--- config.mk ---
export PLATFORM = sky130hd
export DESIGN_NAME = acq_controller
export DESIGN_NICKNAME = d
export VERILOG_FILES = /design/src/rtl/acq_controller.sv
export SDC_FILE = /design/constraint.sdc
export NUM_CORES = 1
export LEC_CHECK = 0
export CAP_MARGIN = 20
export CORE_UTILIZATION = 50
export DETAILED_ROUTE_END_ITERATION = 8
export GPL_TIMING_DRIVEN = 0
export PLACE_DENSITY = 0.83
export SYNTH_ARGS = -nofsm -noshare
export SYNTH_HDL_FRONTEND = slang
export SYNTH_SLANG_ARGS = --single-unit
--- constraint.sdc ---
create_clock -name i_clk -period 3.2 [get_ports i_clk]
set_input_delay 0.96 -clock i_clk [delete_from_list [all_inputs] [get_ports i_clk]]
set_output_delay 0.96 -clock i_clk [all_outputs]
set_load 0.05 [all_outputs]
--- src/rtl/acq_controller.sv ---
// acq_controller: acquisition sequencer for the oscilloscope capture path.
// Generates the sample-rate strobe, arms the trigger datapath and walks each
// acquisition through ARMED -> CAPTURE -> PRESENT -> HOLDOFF.
// Optional feature macro: ACQ_CTRL_AUTO_EN builds the AUTO-mode strobe timeout
// and the force_trig pulse; without it mode 1 runs as NORMAL.
//
// state   | meaning
// --------+-------------------------------------------------------------
// IDLE    | not acquiring; waits for run (and single_req in SINGLE mode)
// ARMED   | datapath may detect a trigger; AUTO timeout counting strobes
// CAPTURE | trigger seen, datapath filling its record
// PRESENT | frame offered to the display until frame_ack
// HOLDOFF | dead time after a presented frame before re-arming
module acq_controller #(
    parameter int DIV_W        = 12,
    parameter int HOLDOFF_W    = 16,
    parameter int AUTO_TIMEOUT = 2048
) (
    input  logic                 i_clk,
    input  logic                 i_rst_n,
    input  logic [1:0]           i_mode,
    input  logic                 i_run,
    input  logic                 i_single_req,
    input  logic [DIV_W-1:0]     i_div_sel,
    input  logic [HOLDOFF_W-1:0] i_holdoff,
    input  logic                 i_trig_seen,
    input  logic                 i_capture_done,
    input  logic                 i_frame_ack,
    output logic                 o_sample_en,
    output logic                 o_arm,
    output logic                 o_force_trig,
    output logic                 o_frame_valid,
    output logic                 o_busy,
    output logic [2:0]           o_state,
    output logic [15:0]          o_frame_cnt
);

    typedef enum logic [2:0] {
        ST_IDLE    = 3'd0,
        ST_ARMED   = 3'd1,
        ST_CAPTURE = 3'd2,
        ST_PRESENT = 3'd3,
        ST_HOLDOFF = 3'd4
    } state_t;

    state_t               r_state;
    state_t               w_next;
    state_t               w_post;
    logic [DIV_W-1:0]     r_pre;
    logic                 r_sample_en;
    logic [HOLDOFF_W-1:0] r_ho;
    logic [15:0]          r_frame_cnt;
    logic                 r_arm;
    logic                 r_force;
    logic                 r_frame_valid;
    logic                 r_busy;
    logic                 r_single;
    logic                 w_mode_single;
    logic                 w_force;
    logic                 w_frame_done;
    logic                 w_to_hit;

    assign w_mode_single = (i_mode == 2'd2);

    // r_single is frozen once the frame leaves ARMED, so a mode change made
    // mid-frame only affects where the frame ends up at its next ARMED entry.
    assign w_post = r_single ? ST_IDLE : ST_ARMED;

`ifdef ACQ_CTRL_AUTO_EN
    localparam int TO_W = $clog2(AUTO_TIMEOUT + 1);

    logic [TO_W-1:0] r_to;
    logic [TO_W-1:0] w_to_inc;

    assign w_to_inc = r_to + 1'b1;
    assign w_to_hit = (r_state == ST_ARMED) && (i_mode == 2'd1) && r_sample_en &&
                      (w_to_inc >= TO_W'(AUTO_TIMEOUT));

    // Strobe counter for the AUTO timeout; held at zero outside ARMED so every entry starts fresh.
    always_ff @(posedge i_clk or negedge i_rst_n) begin
        if (!i_rst_n) begin
            r_to <= '0;
        end else if (r_state != ST_ARMED) begin
            r_to <= '0;
        end else if (r_sample_en) begin
            r_to <= w_to_inc;
        end
    end
`else
    logic [31:0] w_unused_timeout;

    assign w_unused_timeout = 32'(AUTO_TIMEOUT);
    assign w_to_hit         = 1'b0;
`endif

    // Free-running sample-rate prescaler; the >= compare lets a lowered div_sel take effect at once.
    always_ff @(posedge i_clk or negedge i_rst_n) begin
        if (!i_rst_n) begin
            r_pre       <= '0;
            r_sample_en <= 1'b0;
        end else if (r_pre >= i_div_sel) begin
            r_pre       <= '0;
            r_sample_en <= 1'b1;
        end else begin
            r_pre       <= r_pre + 1'b1;
            r_sample_en <= 1'b0;
        end
    end

    // Next-state selection; run low outranks every datapath event except the PRESENT handshake.
    always_comb begin
        w_next       = r_state;
        w_force      = 1'b0;
        w_frame_done = 1'b0;
        case (r_state)
            ST_IDLE: begin
                if (i_run && (!w_mode_single || i_single_req)) begin
                    w_next = ST_ARMED;
                end
            end
            ST_ARMED: begin
                if (!i_run) begin
                    w_next = ST_IDLE;
                end else if (i_trig_seen) begin
                    w_next = ST_CAPTURE;
                end else if (w_to_hit) begin
                    w_next  = ST_CAPTURE;
                    w_force = 1'b1;
                end
            end
            ST_CAPTURE: begin
                if (!i_run) begin
                    w_next = ST_IDLE;
                end else if (i_capture_done) begin
                    w_next = ST_PRESENT;
                end
            end
            ST_PRESENT: begin
                if (i_frame_ack) begin
                    w_frame_done = 1'b1;
                    if (!i_run) begin
                        w_next = ST_IDLE;
                    end else if (i_holdoff == '0) begin
                        w_next = w_post;
                    end else begin
                        w_next = ST_HOLDOFF;
                    end
                end
            end
            ST_HOLDOFF: begin
                if (!i_run) begin
                    w_next = ST_IDLE;
                end else if (r_ho >= i_holdoff) begin
                    w_next = w_post;
                end
            end
            default: begin
                w_next = ST_IDLE;
            end
        endcase
    end

    // State register; outputs are decoded from the next state so they line up with it.
    always_ff @(posedge i_clk or negedge i_rst_n) begin
        if (!i_rst_n) begin
            r_state       <= ST_IDLE;
            r_arm         <= 1'b0;
            r_busy        <= 1'b0;
            r_frame_valid <= 1'b0;
            r_force       <= 1'b0;
            r_frame_cnt   <= '0;
            r_ho          <= '0;
            r_single      <= 1'b0;
        end else begin
            r_state       <= w_next;
            r_arm         <= (w_next == ST_ARMED) || (w_next == ST_CAPTURE);
            r_busy        <= (w_next != ST_IDLE);
            r_frame_valid <= (w_next == ST_PRESENT);
            r_force       <= w_force;
            if (w_frame_done) begin
                r_frame_cnt <= r_frame_cnt + 16'd1;
            end
            // First HOLDOFF cycle sees 1, so a holdoff of N spends exactly N cycles there.
            if (r_state == ST_HOLDOFF) begin
                r_ho <= r_ho + 1'b1;
            end else begin
                r_ho <= HOLDOFF_W'(1);
            end
            if ((r_state == ST_IDLE) || (r_state == ST_ARMED)) begin
                r_single <= w_mode_single;
            end
        end
    end

    assign o_sample_en   = r_sample_en;
    assign o_arm         = r_arm;
    assign o_force_trig  = r_force;
    assign o_frame_valid = r_frame_valid;
    assign o_busy        = r_busy;
    assign o_state       = r_state;
    assign o_frame_cnt   = r_frame_cnt;

endmodule

==> out/results.md <==
| Result | Reported | Unit |
|---|---|---|
| First-pass iteration count of the detailed router | 4 | - |
| Mapped cell area | 0.00306 | mm² |
| IO Count | 61 | - |
| Final worst-path cycle share | 0.887 | - |
| R2R Path End | r_pre[8] | - |
| Full die area | 0.00644 | mm² |
| Row count | 28 | - |
| Core Footprint | 0.00592 | mm² |
| Post-Synthesis Net Count | 386 | - |
| Largest stage delay, worst path | 0.41 | ns |
| Number of buffers created by CTS | 5 | - |
| Capture endpoint of the worst hold path | o_frame_cnt[15] | - |
| Grt ovf | 0 | - |
| Clk Latency, worst-skew pair | 0.31 | ns |
| H-tree depth | 2 | - |
| Filler cells | 497 | - |
| FF/Latch Area | 0.00130 | mm² |
| Synthesized area per cell | 9.62 | µm² |
| Worst setup margin | 0.361 | ns |
| Share of flip-flops with an asynchronous set or reset | 1.00 | - |
| Clock transition at path regs | 0.09 | ns |
| Distinct cell type count after synthesis | 44 | - |
| Area used by multi-input combinational logic | 0.00158 | mm² |
| Cell types with the largest area share after synthesis | sky130_fd_sc_hd__dfrtp_1, sky130_fd_sc_hd__ha_1, sky130_fd_sc_hd__xor2_1 | - |
| Power density over the cells | 487 | mW/mm² |
| Worst-case clock skew | 0.0107 | ns |
| Leading cell type in the layout, fill and taps excluded | sky130_fd_sc_hd__clkdlybuf4s50_1 | - |
| Leak | 1.90 | nW |
| Initial Util | 0.517 | - |
| Min-Delay Path Depth | 1 | - |
| Cells resized by post-CTS repair | 0 | - |
| Chip width | 80.2 | µm |
| Starting DRT DRC Count | 63 | - |
| Outcome | finished, final reports clean | - |
| Wirelength per Cell | 12.5 | µm |
| Highest-count cells in the layout ignoring fill and taps | sky130_fd_sc_hd__clkdlybuf4s50_1, sky130_fd_sc_hd__dfrtp_1, sky130_fd_sc_hd__inv_1 | - |
| Slowest library cell on the worst path | sky130_fd_sc_hd__clkdlybuf4s50_1 | - |
| Root buffer selected by CTS | sky130_fd_sc_hd__clkbuf_8 | - |
| Fin crit period | 2.84 | ns |
| Setup Viol. Count Final | 0 | - |
| GRT Total Usage | 0.199 | - |
| Antenna violations before repair | 0 | - |
| Max Cap Viol | 0 | - |
| Number of port buffers | 59 | - |
| Crit. End Element | register | - |
| Synthesis warning total | 0 | - |
| Critical setup path kind | primary input to register | - |
| Launching point of the worst reg2reg path | r_pre[0] | - |
| Number of flip-flops and latches in the synthesized netlist | 52 | - |
| Global-route wire length before repair | 10,100 | µm |
| End-of-flow core utilization | 0.650 | - |
| Height of the die | 80.2 | µm |
| Main synth FF type | sky130_fd_sc_hd__dfrtp_1 | - |
| Count of vias placed by the detailed router | 2,403 | - |
| Worst hold path type | register to register | - |
| Upper clock frequency limit | 352 | MHz |
| Number of enable-type register cells in the synthesized netlist | 0 | - |
| Half-perimeter wire length of the detailed placement result | 4530 | µm |
| Reg2Reg Depth | 9 | - |
| Max-Slew Margin vs Limit | 0.610 | - |
| DRC violations left | 0 | - |
| Critical path buffers and inverters | 2 | - |
| Ratio of cells with drive above 1 in the final layout | 0.0518 | - |
| Cell-by-cell trace of the critical path | clkdlybuf4s50_1 -> ha_1 -> nand2b_1 -> a21o_1 -> a211oi_1 -> o31a_1 -> a21oi_1 -> clkbuf_1 -> nor2_1 | - |
| Maximum fanout along the worst path | 10 | - |
| Startpoint of the tightest hold check path | o_frame_cnt[15] | - |
| Final hold viol count | 0 | - |
| Number of global-route vias before repair | 2,352 | - |
| Crit start category | primary input | - |
| Endpoint required time on the critical path | 3.38 | ns |
| Setup repair after global routing missed its margin | no | - |
| TritonCTS clock tree | done | - |
| Pin count of the biggest net entering global routing | 35 | - |
| Total wire length | 5780 | µm |
| Final estimated routing congestion in global placement | 0.884 | - |
| Maximum vdd ir drop | 0.369 | mV |
| Critical path data arrival time | 3.02 | ns |
| Ant. Diodes | 0 | - |
| Share of the yosys chip area belonging to registers | 0.425 | - |
| Crit-path leading delay family | buffers and inverters | - |
| Post-placement worst setup slack | 0.0253 | ns |
| Final design area excluding fillers | 0.00385 | mm² |
| Dominant cell type by area after synthesis | sky130_fd_sc_hd__dfrtp_1 | - |
| Synthesized instance count | 318 | - |
| Count of pins over their slew limit | 0 | - |
| Count of hold buffers inserted by post-cts repair | 0 | - |
| Post-placement cell count | 453 | - |
| Worst-Margin Slew | 0.570 | ns |
| Drt via density | 5.21 | - |
| Post-layout nets | 453 | - |
| Area fraction of the dominant cell type after synthesis | 0.425 | - |
| CTS sink count | 52 | - |
| Area post-placement | 0.00376 | mm² |
| Maximum clock insertion buffer count | 2 | - |
| Post-CTS repair timing setup buffer count | 0 | - |
| Finished Layout Cells | 461 | - |
| Slack of the worst reg-to-reg path | 0.94 | ns |
| Synth-to-Final Area Change | 25.7 | % |
| Number of nets still failing antenna checks after routing | 0 | - |
-- where the power goes --
group	internal (mW)	switching, mW
registers	0.762	0.111
clock network	0.153	0.220
logic	0.287	0.341
-- sequential cells by signal, indices dropped and copies added, names as in the netlist --
signal and cells:
r_single 1, o_sample_en 1, r_ho 16, o_state 3, o_frame_valid 1, o_busy 1, r_pre 12, o_frame_cnt 16
o_arm 1
-- logic make-up (layout without fill, tap and decap cells) --
logic type	Yosys count	count (layout)	synth area share
multiplexers	2	2	0.00695
flip-flops	52	52	0.425
adder cells (fa/ha/maj)	31	31	0.127
AND/OR/NAND/NOR	113	113	0.193
other	1	1	0.00123
AO/OA/AOI/OAI	35	35	0.0756
buffers and inverters	45	113	0.0601
XOR/XNOR	39	39	0.112
-- layer usage --
| layer | vias up | share of wire | GRT usage |
|---|---|---|---|
| met4 | 0 | 0.0095 | 0.0500 |
| li1 | 1205 | - | - |
| met5 | - | 0 | 0 |
| met3 | 5 | 0.038 | 0.0364 |
| met1 | 1133 | 0.46 | 0.259 |
| met2 | 60 | 0.49 | 0.342 |
-- worst max-delay path by stage --
stage	cells past startpoint	end	slack, ns	start
2_1_floorplan	7	o_busy	0.72	i_holdoff[0]
3_3_place_gp	1	r_pre[11]	-0.38	i_rst_n
3_5_place_dp	8	o_busy	0.03	i_holdoff[0]
4_1_cts	9	r_pre[8]	0.35	i_div_sel[0]
5_1_grt	9	r_pre[10]	0.01	i_div_sel[11]
6_report	9	r_pre[8]	0.36	i_div_sel[0]
-- metrics by stage --
| stage | hold slack (ns) | power, mW | TNS, ns |
|---|---|---|---|
| after floorplan | 0.456 | 1.29 | 0 |
| after global placement | 0.460 | 1.48 | -19.69 |
| after detailed placement | 0.489 | 1.52 | 0 |
| after CTS | 0.502 | 1.89 | 0 |
| after global routing | 0.503 | 2.01 | 0 |
| final | 0.496 | 1.87 | 0 |
-- area by class of cell --
type,count,share of cell area
Clock inverter,3,0.00488
Inverter,37,0.0361
Tap cell,75,0.0244
Timing Repair Buffer,60,0.157
Multi-Input combinational cell,221,0.409
Buffer,8,0.0117
Sequential cell,52,0.338
Clock buffer,5,0.0179
-- cells in the mapped netlist, types with 2 or more instances --
cell and count:
sky130_fd_sc_hd__clkbuf_1 4, sky130_fd_sc_hd__nand3_1 13, sky130_fd_sc_hd__o21ai_0 6, sky130_fd_sc_hd__nand2_1 21, sky130_fd_sc_hd__inv_1 37, sky130_fd_sc_hd__and3_1 9, sky130_fd_sc_hd__nand4_1 7, sky130_fd_sc_hd__buf_4 4
sky130_fd_sc_hd__dfrtp_1 52, sky130_fd_sc_hd__a21o_1 5, sky130_fd_sc_hd__nor4_1 5, sky130_fd_sc_hd__o21a_1 3, sky130_fd_sc_hd__or3_1 2, sky130_fd_sc_hd__nand2b_1 5, sky130_fd_sc_hd__nor3_1 2, sky130_fd_sc_hd__ha_1 31
sky130_fd_sc_hd__nor2_1 33, sky130_fd_sc_hd__xor2_1 22, sky130_fd_sc_hd__xnor2_1 17, sky130_fd_sc_hd__a21oi_1 12, sky130_fd_sc_hd__nand3b_1 2, sky130_fd_sc_hd__and4_1 3, sky130_fd_sc_hd__and2_1 2
Power figures use the tool's default switching activity.
